### src/rtl/cdc_word_receiver.sv
// ---------------------------------------------------------------------------
// cdc_word_receiver
// Receiving-domain end of a 2-phase (toggle) req/ack word-transfer CDC link.
// A change on the already-synchronized req toggle starts a transfer. After a
// settle delay the sender-held data bus is sampled into a 1-entry output
// buffer (valid/ready handshake) and the ack toggle is flipped back to the
// sender. While the buffer is occupied and not draining, the ack is withheld.
//
// Ports
//   receiving_clock    in   receiving-domain clock
//   receiving_reset_n  in   asynchronous active-low reset
//   req_sync           in   synchronized req toggle from the sender
//   data_in            in   sender-held word, quasi-static while req != ack
//   ack_toggle         out  registered ack toggle back to the sender
//   data_out           out  buffered word
//   valid_out          out  data_out holds an unconsumed word
//   ready_in           in   downstream accepts when valid_out & ready_in
//   busy               out  a request has been seen but not yet captured
// ---------------------------------------------------------------------------
module cdc_word_receiver #(
   parameter int unsigned WORD_WIDTH    = 8,
   parameter int unsigned SETTLE_CYCLES = 1
) (
   input  logic                  receiving_clock,
   input  logic                  receiving_reset_n,
   input  logic                  req_sync,
   input  logic [WORD_WIDTH-1:0] data_in,
   output logic                  ack_toggle,
   output logic [WORD_WIDTH-1:0] data_out,
   output logic                  valid_out,
   input  logic                  ready_in,
   output logic                  busy
);

   localparam int unsigned CNT_W = $clog2(16);

   // The IDLE cycle that detects the edge is the first of the settle window,
   // so SETTLE is entered with one count fewer. This gives capture at the end
   // of cycle t+SETTLE_CYCLES for an edge seen in cycle t.
   localparam logic [CNT_W-1:0] SETTLE_LOAD =
      (SETTLE_CYCLES == 0) ? '0 : CNT_W'(SETTLE_CYCLES - 1);

   typedef enum logic [1:0] {
      ST_IDLE,
      ST_SETTLE,
      ST_PENDING
   } state_t;

   state_t                state_q, state_d;
   logic [CNT_W-1:0]      cnt_q, cnt_d;
   logic                  req_seen_q, req_seen_d;
   logic                  ack_q, ack_d;
   logic [WORD_WIDTH-1:0] data_q, data_d;
   logic                  valid_q, valid_d;

   logic new_req;
   logic buf_free;
   logic settle_done;
   logic capture;

   assign new_req  = req_sync ^ req_seen_q;
   // Draining and capturing on the same edge is allowed, so a buffer that is
   // being accepted this cycle counts as free.
   assign buf_free = ~valid_q | ready_in;

   always_comb begin
      state_d     = state_q;
      cnt_d       = cnt_q;
      req_seen_d  = req_seen_q;
      ack_d       = ack_q;
      data_d      = data_q;
      valid_d     = valid_q;
      settle_done = 1'b0;
      capture     = 1'b0;

      case (state_q)
         ST_IDLE: begin
            if (new_req) begin
               if (SETTLE_CYCLES == 0) begin
                  settle_done = 1'b1;
               end else begin
                  state_d = ST_SETTLE;
                  cnt_d   = SETTLE_LOAD;
               end
            end
         end
         ST_SETTLE: begin
            if (cnt_q != '0) begin
               cnt_d = cnt_q - CNT_W'(1);
            end else begin
               settle_done = 1'b1;
            end
         end
         ST_PENDING: begin
            if (buf_free) begin
               capture = 1'b1;
            end
         end
         default: state_d = ST_IDLE;
      endcase

      if (settle_done) begin
         if (buf_free) begin
            capture = 1'b1;
         end else begin
            state_d = ST_PENDING;
         end
      end

      if (valid_q & ready_in) begin
         valid_d = 1'b0;
      end

      if (capture) begin
         data_d     = data_in;
         valid_d    = 1'b1;
         ack_d      = ~ack_q;
         req_seen_d = req_sync;
         state_d    = ST_IDLE;
      end
   end

   always_ff @(posedge receiving_clock or negedge receiving_reset_n) begin
      if (!receiving_reset_n) begin
         state_q    <= ST_IDLE;
         cnt_q      <= '0;
         req_seen_q <= 1'b0;
         ack_q      <= 1'b0;
         data_q     <= '0;
         valid_q    <= 1'b0;
      end else begin
         state_q    <= state_d;
         cnt_q      <= cnt_d;
         req_seen_q <= req_seen_d;
         ack_q      <= ack_d;
         data_q     <= data_d;
         valid_q    <= valid_d;
      end
   end

   assign ack_toggle = ack_q;
   assign data_out   = data_q;
   assign valid_out  = valid_q;
   assign busy       = (state_q != ST_IDLE);

endmodule

### config.mk
export PLATFORM = sky130hd
export DESIGN_NAME = cdc_word_receiver
export DESIGN_NICKNAME = d
export VERILOG_FILES = /design/src/rtl/cdc_word_receiver.sv
export SDC_FILE = /design/constraint.sdc
export NUM_CORES = 1
export LEC_CHECK = 0
export CORE_UTILIZATION = 35
export DETAILED_ROUTE_END_ITERATION = 16
export PLACE_DENSITY = 0.6
export SLEW_MARGIN = 20
export SYNTH_ARGS = -nofsm -noshare
export SYNTH_HDL_FRONTEND = slang
export SYNTH_SLANG_ARGS = --single-unit
### constraint.sdc
create_clock -name receiving_clock -period 4.9 [get_ports receiving_clock]
set_clock_uncertainty 0.2 [all_clocks]
set_input_delay 0.49 -clock receiving_clock [delete_from_list [all_inputs] [get_ports receiving_clock]]
set_output_delay 0.49 -clock receiving_clock [all_outputs]
set_load 0.005 [all_outputs]
==> results.json <==
{
  "outcome": "complete, no violations",
  "synth-seq-area-share_pct": 46.6,
  "io_pins": 23,
  "drt_wl_total_microns": 1940,
  "clkLatencyLatePin_ps": 290,
  "syn-mean-instance-area_sq_um": 9.91,
  "startpoint_type": "flop",
  "fin_tns_setup_ps": 0,
  "cts_setup_buffers": 0,
  "p_switching_mw": 0.290,
  "area_growth_pct": 28.1,
  "coreArea_sq_um": 2480,
  "ctsHoldBuffers": 0,
  "synth-edff-count": 0,
  "cts_resized": 0,
  "cp_data_arrival_time_ps": 1910,
  "yosys-top-cells-area": "dfrtp_1 (47%), a21o_1 (8.2%), o22ai_1 (6.9%), a21oi_1 (6.0%), o21ai_0 (5.5%)",
  "clkSinkCount": 17,
  "netlist_area_sq_um": 912,
  "p_leak_nw": 0.482,
  "fmax_mhz": 384,
  "cts_made_buffers": 3,
  "slowest_stage": "dfrtp_1",
  "finalSetupViolCount": 0,
  "syn_inst": 92,
  "grt_use_total_pct": 16.4,
  "cp.required_ps": 4210,
  "multi_input_area_sq_um": 444,
  "synthArstFlopShare_pct": 100,
  "end_kind": "output port",
  "globalRouteMet1Util_pct": 21.3,
  "use_met2_pct": 26.4,
  "ys_seq_elements": 17,
  "fillers": 250,
  "final_nets": 128,
  "fin_area_sq_um": 1170,
  "power_frac_comb_pct": 52.4,
  "cts_root_buf": "clkbuf_4",
  "cts_buffer_depth": 2,
  "crit_fanout": 19,
  "chipHeight_microns": 53.1,
  "cts_tree": "built",
  "drcViolationCount": 0,
  "die_w_microns": 53.1,
  "power.share.sequential_pct": 37.6,
  "dp_hpwl_microns": 1360,
  "power.density_nw_per_um2": 642,
  "post_drt_wl_per_cell_microns": 13.5,
  "yosys.area.top_type": "dfrtp_1",
  "place_area_sq_um": 1140,
  "p_int_mw": 0.460,
  "ir_drop_mv": 0.258,
  "clkPwrFrac_pct": 10.0,
  "critPathMaxStageDelay_ps": 750,
  "yosys.area.top_type_share_pct": 46.6,
  "gp_congestion": 0.729,
  "hold_class": "flop to flop",
  "fin_crit_sh_pct": 53.2,
  "grt_max_degree": 20,
  "io_buffers": 22,
  "worstMarginPinSlew_ps": 771,
  "slew_headroom_pct": 48.4,
  "drtIter0Drc": 9,
  "synthTopCellsByCount": "dfrtp_1 (17), a21oi_1 (11), a21o_1 (10), o21ai_0 (10), o22ai_1 (10)",
  "fin_crit_ps": 2600,
  "grt_busiest_layer": "met2",
  "ys_warn_count": 0,
  "grt_pass1_wl_microns": 3350,
  "hold_viol_final": 0,
  "postLayoutCoreUtil_pct": 47.2,
  "vias": 774,
  "start_util_pct": 36.8,
  "row_count": 18,
  "synth_most_common_cell": "dfrtp_1",
  "htreeDepth": 1,
  "syn-num-nets": 106,
  "layout-drive-gt1-share_pct": 7.08,
  "grt_pass1_vias": 752,
  "drv_slew": 0,
  "dr.pass1.iters": 4,
  "clkTransAtPathRegs_ps": 100,
  "max-cap-violations": 0,
  "viasPerCell": 5.41,
  "drtAntennaViolNets": 0,
  "regArea_sq_um": 425,
  "die_area_sq_um": 2810,
  "antenna_cells": 0,
  "netSwitchingFraction_pct": 38.7,
  "synthDistinctLibCells": 26,
  "antenna_found_initial": 0,
  "rsz0062_at_grt": "false",
  "critical_path_class": "flop to output port",
  "grt_overflow": 0,
  "met3_usage_pct": 3.16,
  "synthFlopType": "dfrtp_1",
  "crit_chain": "or2_2 > clkdlybuf4s50_1"
}
## layout make-up
type / instances / share of cell area [%]
flip-flops and latches: 17 / 36.4
clock buffers: 4 / 2.25
multi-input cells: 66 / 38.0
inverters: 4 / 1.28
well taps: 30 / 3.21
repair buffers: 22 / 18.8
## registers in the layout, summed over array words and instances, names as in the netlist
| name | cells |
|---|---|
| data_out | 8 |
| cnt_q | 4 |
| state_q | 2 |
| ack_toggle | 1 |
| req_seen_q | 1 |
| valid_out | 1 |
## critical path: cells and delay by family (launching register included)
family	cells	cell delay, ps
DFF	1	750
and+or+nand+nor	1	340
buffers and inverters	1	540
## final timing paths
check	from	endpoint	slack, ps	cells past startpoint
setup / recovery	state_q[0]	busy	2300	2
hold / removal	ack_toggle	ack_toggle	280	1
setup reg to reg	cnt_q[0]	data_out[2]	2790	6
hold reg to reg	ack_toggle	ack_toggle	280	1
max in group asynchronous	receiving_reset_n	data_out[1]	3580	1
min in group asynchronous	receiving_reset_n	cnt_q[1]	440	1
## cell usage in the layout (no fill, tap or decap), types with 3 or more instances in the layout
cell type and instances:
clkdlybuf4s50_1 22, a21oi_1 11, inv_1 4, o22ai_1 10
o21ai_0 10, dfrtp_1 17, clkbuf_4 3, nand2_1 4
a21o_1 10
## power by group through the flow
stage	clock [mW]	sequential, mW	combinational (mW)
after floorplan	0	0.261	0.274
after global placement	0	0.286	0.389
after detailed placement	0	0.286	0.398
after CTS	0.0812	0.284	0.400
after global routing	0.0870	0.295	0.443
final	0.0752	0.282	0.393
## through the flow
stage               hold WS [ps]  cells  setup slack (ps)  power [mW]
finish                       276    143              2300       0.750
global route                 309    143              2160       0.826
CTS                          280    143              2250       0.765
detailed placement           263    139              2460       0.684
global placement             258    139              2490       0.675
floorplan                  -5.59     92              3130       0.534
## per-layer routing
metal / up-vias / share of wire (%)
li1: 381 / -
met1: 379 / 47
met2: 14 / 49
met3: 0 / 4.0
met4: 0 / 0
met5: - / 0
## logic make-up (layout without fill, tap and decap cells)
logic type,Yosys count,after routing,share of synthesized area [%]
muxes,1,1,1.51
DFF,17,17,46.6
AOI/OAI and AO/OA,45,45,30.3
and+or+nand+nor,16,16,12.2
xor gates and xnor gates,2,2,1.92
adders and majority gates,2,2,2.74
buffers and inverters,9,30,4.66
(Power assumes the default switching activity.)
